[src/rtl/pid_motor_io_pkg.sv]
// Shared definitions for pid_motor_io: quadrature step codes and the
// saturation / magnitude helpers used by the error and power paths.
package pid_motor_io_pkg;

    localparam logic [1:0] STEP_NONE = 2'b00;
    localparam logic [1:0] STEP_INC  = 2'b01;
    localparam logic [1:0] STEP_DEC  = 2'b10;
    localparam logic [1:0] STEP_ILL  = 2'b11;

    // Encoder state is {a,b}; 00->01->11->10->00 counts up.
    function automatic logic [1:0] gray_step(input logic [1:0] prev, input logic [1:0] curr);
        logic [1:0] step;
        case ({prev, curr})
            4'b0001, 4'b0111, 4'b1110, 4'b1000: step = STEP_INC;
            4'b0100, 4'b1101, 4'b1011, 4'b0010: step = STEP_DEC;
            4'b0000, 4'b0101, 4'b1111, 4'b1010: step = STEP_NONE;
            default:                            step = STEP_ILL;
        endcase
        return step;
    endfunction

    // Clamp a sign-extended difference into the signed range of ew bits.
    function automatic logic signed [63:0] sat_ew(input logic signed [63:0] diff, input int ew);
        logic signed [63:0] hi;
        logic signed [63:0] lo;
        hi = (64'sd1 <<< (ew - 1)) - 64'sd1;
        lo = -(64'sd1 <<< (ew - 1));
        if (diff > hi) begin
            return hi;
        end else if (diff < lo) begin
            return lo;
        end else begin
            return diff;
        end
    endfunction

    // |m_k|, with the most negative code folded onto the largest magnitude.
    function automatic logic signed [63:0] abs_clamp(input logic signed [63:0] m_k, input int ow);
        logic signed [63:0] hi;
        logic signed [63:0] mag;
        hi  = (64'sd1 <<< (ow - 1)) - 64'sd1;
        mag = (m_k < 64'sd0) ? -m_k : m_k;
        if (mag > hi) begin
            return hi;
        end else begin
            return mag;
        end
    endfunction

endpackage

[src/rtl/pid_motor_io_if.sv]
// Time-multiplexed link between the PID core (master) and the plant-side I/O block (slave).
interface pid_motor_io_if #(
    parameter int aw = 1,
    parameter int ow = 12,
    parameter int ew = 24
) ();
    logic          ce;
    logic [aw-1:0] a;
    logic [ow-1:0] m_k;
    logic [ew-1:0] error;

    modport master (output ce, output a, output m_k, input error);
    modport slave  (input ce, input a, input m_k, output error);
endinterface

[src/rtl/pid_motor_io_quad_decoder.sv]
// One channel of x4 quadrature decoding: synchronizer, step decode,
// wrapping position counter and sticky illegal-transition flag.
module quad_decoder
    import pid_motor_io_pkg::*;
#(
    parameter int ew = 24
) (
    input  logic          clk_pid,
    input  logic          reset,
    input  logic          enc_a,
    input  logic          enc_b,
    output logic [ew-1:0] position,
    output logic          fault
);

    logic [1:0] meta_r;
    logic [1:0] sync_r;
    logic [1:0] prev_r;
    logic [1:0] step_s;

    // Two-flop synchronizer followed by the previous-state register.
    always_ff @(posedge clk_pid or posedge reset) begin
        if (reset) begin
            meta_r <= 2'b00;
            sync_r <= 2'b00;
            prev_r <= 2'b00;
        end else begin
            meta_r <= {enc_a, enc_b};
            sync_r <= meta_r;
            prev_r <= sync_r;
        end
    end

    always_comb begin
        step_s = gray_step(prev_r, sync_r);
    end

    // An illegal double-bit change leaves the position untouched.
    always_ff @(posedge clk_pid or posedge reset) begin
        if (reset) begin
            position <= {ew{1'b0}};
            fault    <= 1'b0;
        end else begin
            case (step_s)
                STEP_INC: position <= position + ew'(1'b1);
                STEP_DEC: position <= position - ew'(1'b1);
                STEP_ILL: fault    <= 1'b1;
                default:  position <= position;
            endcase
        end
    end

endmodule

[src/rtl/pid_motor_io.sv]
// Plant-side I/O for the multiplexed PID: position error mux, power capture
// and sign-magnitude PWM. Optional output watchdog: PID_MOTOR_IO_WATCHDOG_EN.
module pid_motor_io
    import pid_motor_io_pkg::*;
#(
    parameter int aw        = 1,
    parameter int ow        = 12,
    parameter int ew        = 24,
    parameter int wd_cycles = 4096
) (
    input  logic                    clk_pid,
    input  logic                    reset,
    pid_motor_io_if.slave           pid,
    input  logic [(2**aw)*ew-1:0]   setpoint,
    input  logic [(2**aw)-1:0]      enc_a,
    input  logic [(2**aw)-1:0]      enc_b,
    output logic [(2**aw)-1:0]      pwm_out,
    output logic [(2**aw)-1:0]      dir_out,
    output logic [(2**aw)-1:0]      enc_fault
);

    localparam int an = 2**aw;
    localparam int mw = ow - 1;

    if ((aw < 1) || (ow < 2) || (ew < 2) || (wd_cycles < 1)) begin : g_cfg_bad
        $error("pid_motor_io: invalid parameter set");
    end

    logic [ew-1:0]        position_s [an];
    logic [ew-1:0]        sp_sel_s;
    logic [ew-1:0]        pos_sel_s;
    logic signed [ew:0]   diff_s;
    logic [mw-1:0]        shadow_mag_r [an];
    logic [an-1:0]        shadow_dir_r;
    logic [mw-1:0]        load_mag_s [an];
    logic [mw-1:0]        duty_r [an];
    logic [mw-1:0]        cnt_r;
    logic                 wrap_s;

    for (genvar gi = 0; gi < an; gi++) begin : g_dec
        quad_decoder #(.ew(ew)) u_dec (
            .clk_pid  (clk_pid),
            .reset    (reset),
            .enc_a    (enc_a[gi]),
            .enc_b    (enc_b[gi]),
            .position (position_s[gi]),
            .fault    (enc_fault[gi])
        );
    end

    // ew+1 bits so the difference of two ew-bit values cannot overflow.
    always_comb begin
        sp_sel_s  = setpoint[pid.a*ew +: ew];
        pos_sel_s = position_s[pid.a];
        diff_s    = $signed({sp_sel_s[ew-1], sp_sel_s}) - $signed({pos_sel_s[ew-1], pos_sel_s});
    end

    always_ff @(posedge clk_pid or posedge reset) begin
        if (reset) begin
            pid.error <= {ew{1'b0}};
        end else begin
            pid.error <= ew'(sat_ew(64'(diff_s), ew));
        end
    end

    // Shadow registers take the strobed power word for the addressed channel only.
    always_ff @(posedge clk_pid or posedge reset) begin
        if (reset) begin
            for (int i = 0; i < an; i++) begin
                shadow_mag_r[i] <= {mw{1'b0}};
            end
            shadow_dir_r <= {an{1'b0}};
        end else if (pid.ce) begin
            shadow_mag_r[pid.a] <= mw'(abs_clamp(64'($signed(pid.m_k)), ow));
            shadow_dir_r[pid.a] <= pid.m_k[ow-1];
        end else begin
            shadow_dir_r <= shadow_dir_r;
        end
    end

`ifdef PID_MOTOR_IO_WATCHDOG_EN
    localparam int wdw = $clog2(wd_cycles + 1);
    localparam logic [wdw-1:0] wd_max = wdw'(wd_cycles);

    logic [wdw-1:0] wd_cnt_r [an];

    // Per-channel silence counter; a saturated channel is forced to zero duty.
    always_ff @(posedge clk_pid or posedge reset) begin
        if (reset) begin
            for (int i = 0; i < an; i++) begin
                wd_cnt_r[i] <= {wdw{1'b0}};
            end
        end else begin
            for (int i = 0; i < an; i++) begin
                if (pid.ce && (pid.a == aw'(i))) begin
                    wd_cnt_r[i] <= {wdw{1'b0}};
                end else if (wd_cnt_r[i] != wd_max) begin
                    wd_cnt_r[i] <= wd_cnt_r[i] + wdw'(1'b1);
                end else begin
                    wd_cnt_r[i] <= wd_cnt_r[i];
                end
            end
        end
    end

    always_comb begin
        for (int i = 0; i < an; i++) begin
            if (wd_cnt_r[i] == wd_max) begin
                load_mag_s[i] = {mw{1'b0}};
            end else begin
                load_mag_s[i] = shadow_mag_r[i];
            end
        end
    end
`else
    always_comb begin
        for (int i = 0; i < an; i++) begin
            load_mag_s[i] = shadow_mag_r[i];
        end
    end
`endif

    assign wrap_s = &cnt_r;

    // Duty and direction only change at the period boundary.
    always_ff @(posedge clk_pid or posedge reset) begin
        if (reset) begin
            cnt_r   <= {mw{1'b0}};
            dir_out <= {an{1'b0}};
            for (int i = 0; i < an; i++) begin
                duty_r[i] <= {mw{1'b0}};
            end
        end else begin
            cnt_r <= cnt_r + mw'(1'b1);
            if (wrap_s) begin
                dir_out <= shadow_dir_r;
                for (int i = 0; i < an; i++) begin
                    duty_r[i] <= load_mag_s[i];
                end
            end else begin
                dir_out <= dir_out;
            end
        end
    end

    always_ff @(posedge clk_pid or posedge reset) begin
        if (reset) begin
            pwm_out <= {an{1'b0}};
        end else begin
            for (int i = 0; i < an; i++) begin
                pwm_out[i] <= (cnt_r < duty_r[i]);
            end
        end
    end

endmodule

[src/flat_wrapper.sv]
// flat-port wrapper written by rule: the top's interface ports become plain ports
module pid_motor_io_flat import pid_motor_io_pkg::*;
#(
    parameter int aw        = 1,
    parameter int ow        = 12,
    parameter int ew        = 24,
    parameter int wd_cycles = 4096
)
  (clk_pid, reset, setpoint, enc_a, enc_b, pwm_out, dir_out, enc_fault, pid_ce, pid_a, pid_m_k, pid_error);
  pid_motor_io_if #(.aw(aw), .ow(ow), .ew(ew)) pid_i ();
  input  logic clk_pid;
  input  logic reset;
  input  logic [(2**aw)*ew-1:0] setpoint;
  input  logic [(2**aw)-1:0] enc_a;
  input  logic [(2**aw)-1:0] enc_b;
  output logic [(2**aw)-1:0] pwm_out;
  output logic [(2**aw)-1:0] dir_out;
  output logic [(2**aw)-1:0] enc_fault;
  input wire logic [$bits(pid_i.ce)-1:0] pid_ce;
  input wire logic [$bits(pid_i.a)-1:0] pid_a;
  input wire logic [$bits(pid_i.m_k)-1:0] pid_m_k;
  output wire logic [$bits(pid_i.error)-1:0] pid_error;
  assign pid_i.ce = pid_ce;
  assign pid_i.a = pid_a;
  assign pid_i.m_k = pid_m_k;
  assign pid_error = pid_i.error;
  pid_motor_io #(.aw(aw), .ow(ow), .ew(ew), .wd_cycles(wd_cycles)) u_core (.clk_pid(clk_pid), .reset(reset), .pid(pid_i), .setpoint(setpoint), .enc_a(enc_a), .enc_b(enc_b), .pwm_out(pwm_out), .dir_out(dir_out), .enc_fault(enc_fault));
endmodule
[config.mk]
export PLATFORM = sky130hd
export DESIGN_NAME = pid_motor_io_flat
export DESIGN_NICKNAME = d
export VERILOG_FILES = /design/src/rtl/pid_motor_io_pkg.sv /design/src/rtl/pid_motor_io_if.sv /design/src/rtl/pid_motor_io_quad_decoder.sv /design/src/rtl/pid_motor_io.sv /design/src/flat_wrapper.sv
export SDC_FILE = /design/constraint.sdc
export NUM_CORES = 1
export LEC_CHECK = 0
export BUFFER_PORTS_ARGS = -buffer_cell sky130_fd_sc_hd__buf_2
export CORE_MARGIN = 5
export CORE_UTILIZATION = 30
export DETAILED_ROUTE_END_ITERATION = 8
export GPL_ROUTABILITY_DRIVEN = 0
export PLACE_DENSITY = 0.47
export SYNTH_ARGS = -nofsm -noshare
export SYNTH_HDL_FRONTEND = slang
export SYNTH_HIERARCHICAL = 1
export SYNTH_SLANG_ARGS = --single-unit
[constraint.sdc]
create_clock -name clk_pid -period 5 [get_ports clk_pid]
set_input_delay 0.75 -clock clk_pid [delete_from_list [all_inputs] [get_ports clk_pid]]
set_output_delay 0.75 -clock clk_pid [all_outputs]
set_load 0.02 [all_outputs]
==> results_dict.tcl <==
set metrics [dict create \
    status "completed" \
    dp_hpwl_um 24510 \
    yosysWarnings 6 \
    maxCapViolCount 0 \
    fmax_mhz 265.5 \
    hold_viol 0 \
    synthCells 1264 \
    p_total_mw 6.612 \
    port_buffers 97 \
    clock_latency_ps 440 \
    critPathTopFamily "compound AO/OA/AOI/OAI gates" \
    p_sw_frac 0.4569 \
    final.setup.tns_ps 0 \
    endpoint_kind "flop" \
    grt.total_usage 0.1567 \
    cp-start-kind "input port" \
    wl_um 32840 \
    period_minus_slack_ps 3766 \
    crit_top_cell "a21o_1" \
    cts_sinks 147 \
    clkTransAtPathRegs_ps 60 \
    die_area_mm2 0.04185 \
    critPathKind "in -> reg" \
    synth_seq_cells 147 \
    power.internal_mw 3.591 \
    syn_nets 1387 \
    post_cts_buffers 0 \
    cp.depth 11 \
    ys_seq_area_frac 0.3239 \
    initial_utilization 0.3030 \
    holdCritPathClass "reg -> reg" \
    layout-area-overhead-vs-synth_pct 12.06 \
    setup_ws_ps 1234 \
    pin_count 98 \
    synth.most_common_cell "dfrtp_1" \
    p_sw_mw 3.021 \
    drt_iter0_markers 577 \
    holdPathStages 0 \
    cts_root_buffer "clkbuf_16" \
    synth-edff-count 0 \
    power.share.clock 0.189 \
    r2r_cells 10 \
    avgViaCountPerCell 5.142 \
    cts_resized 0 \
    cts_tree "done" \
    ys_async_sr_fraction 1.000 \
    critPathRequiredTime_ps 5370 \
    rows 71 \
    critical-path-slowest-cell "buf_2" \
    grt_pass1_wl_um 52090 \
    h-tree-depth 4 \
    antenna_found_initial 0 \
    timing.final.crit_share 0.7533 \
    insertedDiodeCount 0 \
    syn_area_mm2 0.01136 \
    ys_top_cells_by_count "147 x dfrtp_1, 122 x nand2_1, 83 x o21ai_0" \
    maxSlewViolCount 0 \
    register_area_mm2 0.003679 \
    worst-path-buf-inv 1 \
    crit_chain "buf_2 -> mux2_2 -> ha_1 -> fa_1 -> nand2b_1 -> a21o_1 -> a21oi_2 -> a311o_1 -> a21o_1 -> a41o_4 -> maj3_2" \
    ir_worst_vdd_uv 228.9 \
    p_leak_nw 5.364 \
    seq_power_share 0.346 \
    dr.pass1.iters 5 \
    wl_per_cell_um 17.94 \
    coreArea_mm2 0.03749 \
    worst_slew_pin_slew_ps 1159 \
    synth_area_leader_cell "dfrtp_1" \
    netlist.area_leader.share 0.3239 \
    finClkSkew_ps 13.94 \
    fillCellCount 3910 \
    pre_cts_ws_ps 761.4 \
    final-setup-viol-count 0 \
    critPathArrivalTime_ps 4140 \
    clk_path_buf_depth 2 \
    ctsHoldBuffers 0 \
    synth_ff_type "dfrtp_1" \
    critPathMaxStageDelay_ps 560 \
    die_y_um 204.6 \
    cellPowerDensity_mw_per_mm2 519.5 \
    nets 1430 \
    cts_buffers 17 \
    gr-total-overflow 0 \
    ant_nets 0 \
    syn_avg_cell_area_um2 8.985 \
    grt_pass1_vias 9407 \
    drive_gt1_frac 0.1956 \
    route.detailed.drc 0 \
    rsz0062_at_grt "no" \
    combPwrFrac 0.465 \
    synth_area_leaders "dfrtp_1 32%, ha_1 5.9%, mux2_2 5.5%" \
    multi_input_area_mm2 0.007049 \
    num_vias 9410 \
    die_w_um 204.6 \
    slew_headroom 0.2257 \
    grt_max_degree 50 \
    cp_max_fo 29 \
    synth.distinct_cells 84 \
]
## state kept, by name, indices dropped and copies added (netlist names)
name                         flops
u_core/duty_r                   22
u_core/g_dec.u_dec/position     48
u_core/g_dec.u_dec/fault         2
u_core/cnt_r                    11
u_core/g_dec.u_dec/meta_r        4
u_core/g_dec.u_dec/prev_r        4
u_core/dir_out                   2
u_core/pid.error                24
u_core/shadow_dir_r              2
u_core/g_dec.u_dec/sync_r        4
u_core/pwm_out                   2
u_core/load_mag_s               22
## final timing paths
kind,from,end,slack (ps)
setup / recovery,pid_a,u_core/pid.error[21],1230
min in group asynchronous,reset,u_core/pid.error[22],430
setup reg to reg,u_core/g_dec[1].u_dec/sync_r[0],u_core/g_dec[1].u_dec/position[21],1320
max in group asynchronous,reset,u_core/duty_r[18],3530
hold / removal,u_core/g_dec[0].u_dec/meta_r[0],u_core/g_dec[0].u_dec/sync_r[0],350
hold reg to reg,u_core/g_dec[0].u_dec/meta_r[0],u_core/g_dec[0].u_dec/sync_r[0],350
## layer usage
metal / track usage / vias up / part of all wire / wire length, um
li1: - / 4645 / - / -
met1: 0.2092 / 4534 / 0.46 / 15230
met2: 0.2568 / 193 / 0.47 / 15460
met3: 0.02612 / 38 / 0.040 / 1328
met4: 0.05671 / 0 / 0.025 / 814
met5: 0 / - / 0 / 0
## placed cells by master (no fill, tap or decap), types with 21 or more instances in the layout
master	netlist	routed
o21ai_0	83	83
ha_1	54	52
mux2_2	55	55
dfrtp_1	147	147
a21oi_1	54	54
xor2_1	28	28
nand2_1	122	122
a21o_1	37	37
nor2_1	77	77
inv_1	51	50
buf_2	18	97
mux2i_1	37	37
nor3_1	24	24
maj3_2	21	21
xnor2_1	66	66
## worst reg2reg max path, stage by stage, from the launching register on
cell and delay [ps]:
dfrtp_1 440, mux2i_1 140, o21ai_0 320, ha_2 620, buf_4 480, or4b_1 500
nor2_1 110, a21oi_1 60, nand3b_1 340, a2111oi_0 440, nand4b_1 170
## area by class of cell
type	count	area share
clock buffers	18	0.03451
repair buffers	112	0.04699
well taps	511	0.05024
clock inverters	13	0.009044
inverters	55	0.01632
multi-input cells	974	0.5539
flip-flops and latches	147	0.2890
## cell families (layout without fill, tap and decap cells)
group	count (synthesis)	after routing	synth area share
compound gates	325	325	0.1959
xor+xnor	94	94	0.07249
fa+ha+maj	78	78	0.08384
buf+inv	143	198	0.05586
flops	147	147	0.3239
mux	92	92	0.08714
simple gates	385	385	0.1809
## power by group through the flow
stage               Clock (mW)  Sequential [mW]  Combinational (mW)
global placement             0             2.32                3.05
finish                    1.25             2.29                3.08
CTS                       1.29             2.28                3.09
floorplan                    0             1.81                2.77
global route              1.33             2.35                3.42
detailed placement           0             2.31                3.08
## through the flow
step           utilization  hold WS (ps)  std cells  cell area (um^2)
6_report            0.3395         348.8       1830             12730
5_1_grt             0.3395         355.0       1830             12730
4_1_cts             0.3395         352.5       1830             12730
3_5_place_dp        0.3247         335.8       1799             12170
3_3_place_gp        0.3247         332.9       1799             12170
2_1_floorplan            -         331.2       1264             11360
No activity file was read; power rests on OpenSTA's default activity.
